[config.mk]
export PLATFORM = sky130hd
export DESIGN_NAME = seg7_axis_decoder
export DESIGN_NICKNAME = d
export VERILOG_FILES = /design/src/rtl/seg7_axis_decoder.sv
export SDC_FILE = /design/constraint.sdc
export NUM_CORES = 1
export LEC_CHECK = 0
export BUFFER_PORTS_ARGS = -buffer_cell sky130_fd_sc_hd__buf_2
export CAP_MARGIN = 10
export CORE_ASPECT_RATIO = 1.2
export CORE_MARGIN = 2
export CORE_UTILIZATION = 45
export CTS_BUF_LIST = sky130_fd_sc_hd__clkbuf_4
export CTS_CLUSTER_DIAMETER = 60
export DETAILED_ROUTE_END_ITERATION = 8
export PLACE_DENSITY_LB_ADDON = 0.05
export SLEW_MARGIN = 20
export SYNTH_ARGS = -nofsm -noshare
export SYNTH_HDL_FRONTEND = slang
export SYNTH_SLANG_ARGS = --single-unit
[constraint.sdc]
create_clock -name clk -period 1.7 [get_ports clk]
set_input_delay 0.34 -clock clk [delete_from_list [all_inputs] [get_ports clk]]
set_output_delay 0.34 -clock clk [all_outputs]
set_load 0.01 [all_outputs]
[src/rtl/seg7_axis_decoder.sv]
`default_nettype none
// ============================================================================
// Module   : seg7_axis_decoder
// Brief    : Two-digit seven-segment pattern to binary decoder on AXI-Stream,
//            with a registered-ready skid output stage and error counter.
// Revision : 1.0 - initial release
// ============================================================================
module seg7_axis_decoder #(
    parameter int WIDTH      = 8,
    parameter int ACTIVE_LOW = 1,
    parameter int CNT_W      = 16
) (
    input  logic                  clk,
    input  logic                  rstn,
    input  logic                  s_valid,
    output logic                  s_ready,
    input  logic [1:0][6:0]       s_data,
    output logic                  m_valid,
    input  logic                  m_ready,
    output logic [WIDTH-1:0]      m_data,
    output logic                  m_err,
    output logic [CNT_W-1:0]      err_count
);

    // {legal, digit} for a lit-high gfedcba pattern
    function automatic logic [4:0] f_seg(input logic [6:0] p);
        case (p)
            7'h3F:   f_seg = {1'b1, 4'd0};
            7'h06:   f_seg = {1'b1, 4'd1};
            7'h5B:   f_seg = {1'b1, 4'd2};
            7'h4F:   f_seg = {1'b1, 4'd3};
            7'h66:   f_seg = {1'b1, 4'd4};
            7'h6D:   f_seg = {1'b1, 4'd5};
            7'h7D:   f_seg = {1'b1, 4'd6};
            7'h07:   f_seg = {1'b1, 4'd7};
            7'h7F:   f_seg = {1'b1, 4'd8};
            7'h6F:   f_seg = {1'b1, 4'd9};
            default: f_seg = 5'b0;
        endcase
    endfunction

    logic [1:0][6:0] w_lit;
    logic [1:0][3:0] w_digit;
    logic [1:0]      w_legal;
    logic [1:0]      w_blank;

    for (genvar gi = 0; gi < 2; gi++) begin : g_digit
        if (ACTIVE_LOW != 0) begin : g_inv
            assign w_lit[gi] = ~s_data[gi];
        end else begin : g_pass
            assign w_lit[gi] = s_data[gi];
        end
        assign {w_legal[gi], w_digit[gi]} = f_seg(w_lit[gi]);
        assign w_blank[gi] = (w_lit[gi] == 7'h00);
    end

    // A blank tens digit decodes as 0 through the default digit value.
    logic             w_err;
    logic [6:0]       w_value;
    logic [WIDTH-1:0] w_beat_data;

    assign w_err       = !w_legal[0] || !(w_legal[1] || w_blank[1]);
    assign w_value     = 7'(w_digit[1]) * 7'd10 + 7'(w_digit[0]);
    assign w_beat_data = w_err ? '0 : WIDTH'(w_value);

    logic             r_s_ready;
    logic             r_main_valid;
    logic [WIDTH-1:0] r_main_data;
    logic             r_main_err;
    logic             r_skid_valid;
    logic [WIDTH-1:0] r_skid_data;
    logic             r_skid_err;
    logic [CNT_W-1:0] r_err_count;

    logic w_accept;
    logic w_drain;
    logic w_to_skid;
    logic w_skid_next;

    assign w_accept    = s_valid && r_s_ready;
    assign w_drain     = r_main_valid && m_ready;
    assign w_to_skid   = w_accept && r_main_valid && !m_ready;
    // Ready is the registered complement of next-cycle skid occupancy.
    assign w_skid_next = r_skid_valid ? !m_ready : w_to_skid;

    always_ff @(posedge clk or negedge rstn) begin
        if (!rstn) begin
            r_s_ready    <= 1'b0;
            r_main_valid <= 1'b0;
            r_main_data  <= '0;
            r_main_err   <= 1'b0;
            r_skid_valid <= 1'b0;
            r_skid_data  <= '0;
            r_skid_err   <= 1'b0;
            r_err_count  <= '0;
        end else begin
            r_s_ready <= !w_skid_next;

            if (r_skid_valid) begin
                // Sink is held off while the skid is occupied.
                if (m_ready) begin
                    r_main_data  <= r_skid_data;
                    r_main_err   <= r_skid_err;
                    r_skid_valid <= 1'b0;
                end
            end else if (w_accept) begin
                if (!r_main_valid || m_ready) begin
                    r_main_valid <= 1'b1;
                    r_main_data  <= w_beat_data;
                    r_main_err   <= w_err;
                end else begin
                    r_skid_valid <= 1'b1;
                    r_skid_data  <= w_beat_data;
                    r_skid_err   <= w_err;
                end
            end else if (w_drain) begin
                r_main_valid <= 1'b0;
            end

            if (w_accept && w_err && (r_err_count != {CNT_W{1'b1}})) begin
                r_err_count <= r_err_count + 1'b1;
            end
        end
    end

    assign s_ready   = r_s_ready;
    assign m_valid   = r_main_valid;
    assign m_data    = r_main_data;
    assign m_err     = r_main_err;
    assign err_count = r_err_count;

endmodule
`default_nettype wire

Yosys cells after proc, flatten, opt, wreduce, memory -nomap -nowiden
Cells that the tools add are included.

Bits in latches: 0. Memory bits (writable): 0. Memory bits (read-only): 0. Logic and storage cells: 78. Memories: 0. Input bits: 18. Register bits: 37.

Equality and inequality tests: 23. Order comparisons: 0. Add/subtract/negate cells: 2. Reduce and logical (&&, ||, !) cells: 21. Mux-type cells: 19. Multipliers: 1. Bitwise operators: 4. Div/mod/pow operators: 0. Shifts and indexed selects: 0.

Operator list (count): $pmux 5 s10 (2); $eq 7x7->1 const B (14); $mux 8 (4); $eq 7x3->1 const B (4); $add 16x1->16 const B (1); $ne 16x16->1 const B (1); $eq 7x6->1 const B (2); $not 7->7 (2); $mux 1 (12); $reduce_and 3->1 (3); $add 7x4->7 (1); $logic_not 7->1 (1); $mux 7 (1); $logic_and 1x1->1 (6); $mul 4x3->6 const B (1); $reduce_bool 2->1 (3); $logic_not 1->1 (5); $logic_or 1x1->1 (3); $ne 2x1->1 const B (1); $ne 2x2->1 const B (1); $not 1->1 (2).

Logic depth before layout (Yosys ltp)
Depth after elaboration: 10. Depth in mapped cells: 13. Gate-level depth less buffers: 12.

Worst setup path after synthesis
No wires, ideal clock.

Kind: input port to flip-flop. Start point: input s_data[10] (netlist name). End point: register r_skid_data[6]. Stages: 12. Path buffers: 1. Path slack: -1.143 ns. Data required time: 1.604 ns. Data arrival time: 2.748 ns. Cells stage by stage: buf_6 > or4b_1 > o21ai_1 > nor3b_2 > or2_2 > ha_1 > ha_1 > fa_1 > nand2_1 > nor2_1 > xnor2_1 > o31ai_1.

Longest elaborated chain between the ends: 7.

RTL lines: start: declaration (RTL line 17) `input logic [1:0][6:0] s_data,`; $not 7->7 * (RTL line 49) `assign w_lit[gi] = ~s_data[gi];`; parallel branches: the longest is 5 deep, another holds $add 7x4->7; $mux 7 * (RTL line 64) `assign w_beat_data = w_err ? '0 : WIDTH'(w_value);`; end signal: assignment (RTL line 113) `r_skid_data <= w_beat_data;`; end: declaration (RTL line 71) `logic [WIDTH-1:0] r_skid_data;`.

Mark *: on every way between the ends. A chain may end at the register's enable or synchronous reset.

Worst setup path in the final report
Start point: input s_data[10] (netlist name). End point: register r_main_data[6] (netlist: m_data[6]).

Longest elaborated chain between the ends: 10.

RTL lines: $not 7->7 * (RTL line 49); parallel branches: the longest is 5 deep, another holds $add 7x4->7; $mux 7 * (RTL line 64); $mux 8 * (RTL line 107) `if (!r_main_valid || m_ready) begin`; $mux 8 * (RTL line 106) `end else if (w_accept) begin`; $mux 8 * (RTL line 99) `if (r_skid_valid) begin`; end signal: assignment (RTL line 102) `r_main_data <= r_skid_data;`; end signal: assignment (RTL line 109) `r_main_data <= w_beat_data;`; end: declaration (RTL line 68) `logic [WIDTH-1:0] r_main_data;`.

Mark *: on every way between the ends. The select of a mux whose other input is x is not followed.

==> impl_metrics.toml <==
[run_status]
outcome = "finished, violations left"
violations = "setup timing"

[cts]
cts-root-buf = "clkbuf_4"
ctsHoldBuffers = 0
cts_htree_levels = 2
clk_pin_slew_ns = 0.12
worstSkewPairLatency_ns = 0.34
cts_tree = "yes"
cts_sinks = 35
cts_inserted_buffers = 5
cts_buffer_depth = 2

[route]
vias = 2106
wirelength_mm = 5.48
antenna_left = 0
dr.pass1.iters = 4
wl_per_cell_um = 13.7
detail_route.drc_violations = 0
drtIter0Drc = 137
via_per_inst = 5.28

[grt]
antenna_found_initial = 0
grt_max_degree = 36
overflow = 0
grt_pass1_wl_mm = 9.34
grt_usage_pct = 22.5
first_global_vias = 2103

[final_layout]
layout_commonest_cell = "buf_4"
antenna_cells = 0
final_layout_size_suffix_gt1_share_pct = 52.2
most-common-layout-cells = "buf_4 (64), buf_2 (40), dfrtp_1 (35)"
syn_to_final_growth_pct = 59.3
final_nets = 367
design_area_mm2 = 0.00343

[sta]
finalClockSkew_ns = 0.0111
fin_setup_tns_ns = -8.51
finalSetupViolCount = 30
fin_hold_ws_ns = 0.00936
grt_setup_unrepaired = "true"
hold_viol_final = 0
tightest_slew_ns = 0.505
period_share_pct = 145
layout_min_cycle_time_ns = 2.46
slew_headroom_pct = 66.3
max_freq_ghz = 0.407
slew_viol_final = 0
layout_setup_ws_ns = -0.757

[floorplanning]
fp-row-count = 27
initial_core_util_pct = 46.9
core-area_mm2 = 0.00459
die-area_mm2 = 0.00536
num_io_pins = 45
die_h_um = 79.8
die_w_um = 67.1

[synth]
ys_seq_area_share_pct = 40.7
yosysWarnings = 0
synth_ff_type = "dfrtp_1"
syn_area_mm2 = 0.00215
ys_seq_elements = 35
synth.distinct_cells = 53
synth_enable_flop_cells = 0
synthArstFlopShare_pct = 100
syn_nets = 249
syn_avg_cell_area_um2 = 9.70
synthCells = 222

[placement]
placed_cell_area_mm2 = 0.00296
hpwlAfterDp_mm = 3.90
io_buffers = 43
gp_congestion = 0.774

[power]
powerDensity_mw_per_mm2 = 755
ir_drop_uv = 389
p_leak_nw = 1.66

[critical_path]
startpoint_type = "primary input"
endpoint = "m_data[6]$_DFFE_PN0P_"
r2r_end = "err_count[2]$_DFFE_PN0P_"
worstReg2RegStart = "err_count[0]$_DFFE_PN0P_"
reg2reg_depth = 9
criticalPathCategory = "primary input to flip-flop"
reg2reg_slack_ns = 0.04
cp_data_required_time_ns = 1.95
critical_path.startpoint = "s_data[10]"
end_kind = "flip-flop"
crit_arrival_ns = 2.71
crit_path_max_fanout = 2

[job]
cap_violations = 0

[min_path]
hold_class = "primary input to async pin"
## sequential cells by signal, summed over array words and instances (netlist names)
name and flops:
m_err 1, err_count 16, s_ready 1, r_skid_data 7, r_skid_valid 1, m_valid 1
r_skid_err 1, m_data 7
## how the worst min path moves through the flow
stage	endpoint	slack [ns]
4_1_cts	err_count[10]$_DFFE_PN0P_	0.01
5_1_grt	err_count[9]$_DFFE_PN0P_	0.04
3_5_place_dp	err_count[10]$_DFFE_PN0P_	0.40
2_1_floorplan	err_count[0]$_DFFE_PN0P_	0.04
3_3_place_gp	err_count[10]$_DFFE_PN0P_	0.40
6_report	err_count[10]$_DFFE_PN0P_	0.009
## cell usage after synthesis (2+ instances only)
library cell | instances | area share (%)
ha_1 | 7 | 4.1
o21ai_0 | 12 | 2.8
o31ai_1 | 6 | 2.1
xnor2_1 | 17 | 6.9
o32a_1 | 3 | 1.4
nand2b_1 | 4 | 1.2
dfrtp_1 | 35 | 41
and2_1 | 3 | 0.87
nor2_1 | 9 | 1.6
clkbuf_1 | 5 | 0.87
inv_1 | 9 | 1.6
a21oi_1 | 6 | 1.4
nand4_1 | 9 | 2.6
o21ai_2 | 2 | 0.81
nand3_1 | 9 | 2.1
mux2_2 | 4 | 2.1
or2_2 | 2 | 0.58
a31oi_1 | 3 | 0.87
nand2_1 | 17 | 3.0
nor3_1 | 4 | 0.93
xor2_1 | 6 | 2.4
and3_1 | 14 | 4.1
nor3b_1 | 2 | 0.70
fa_1 | 2 | 1.9
nor2b_1 | 3 | 0.87
buf_6 | 2 | 1.0
## repair_timing
action,4_1_cts,5_1_grt
gates cloned,1,0
setup endpoints to repair,30,31
pin swaps,31,19
setup buffers,8,9
gates resized for setup,44,14
## metal layers
metal / vias up / global-route usage, % / wire length [µm] / share of wire (%)
met4: 0 / 7.96 / 106 / 1.9
met1: 1007 / 27.2 / 2280 / 42
met3: 9 / 2.82 / 183 / 3.3
met5: - / 0 / 0 / 0
li1: 1045 / - / - / -
met2: 45 / 40.1 / 2910 / 53
## worst max-delay path: stages
cell and delay, ns:
buf_6 0.09, or4b_1 0.50, o21ai_1 0.08, nor3b_2 0.20, or2_4 0.16, ha_4 0.20
ha_4 0.15, fa_1 0.49, nand2_1 0.07, nor2_2 0.09, xnor2_1 0.10, o31ai_1 0.24
## where the power goes
| group | switching [mW] | internal [mW] |
|---|---|---|
| Sequential | 0.0656 | 0.937 |
| Combinational | 0.487 | 0.493 |
| Clock | 0.299 | 0.309 |
| Total | 0.851 | 1.74 |
## metrics by stage
step / utilization, % / cells / total power [mW] / setup slack [ns]
finish: 74.6 / 399 / 2.59 / -0.757
floorplan: - / 222 / 1.44 / -1.13
global placement: 64.5 / 378 / 1.90 / -1.15
detailed placement: 64.5 / 378 / 1.91 / -1.19
global route: 74.6 / 399 / 2.77 / -0.823
CTS: 72.7 / 395 / 2.57 / -0.777
## logic make-up (layout without fill, tap and decap cells)
group	after synthesis	count (layout)	synth area share, %
xor+xnor	23	23	9.35
fa+ha+maj	9	9	5.93
flops	35	35	40.7
buf+inv	18	137	4.07
simple gates	86	86	22.9
other cells	1	1	0.174
mux	5	5	2.56
compound gates	45	45	14.4
## final cells by class
type                       count  area [µm²]
fill                         346        1160
clock inverter                 3        43.8
timing repair buffer         120         873
clock buffer                   5        37.5
sequential                    35         876
multi-input combinational    169        1490
inverter                       9        33.8
tap                           58        72.6
Power figures use the tool's default switching activity.
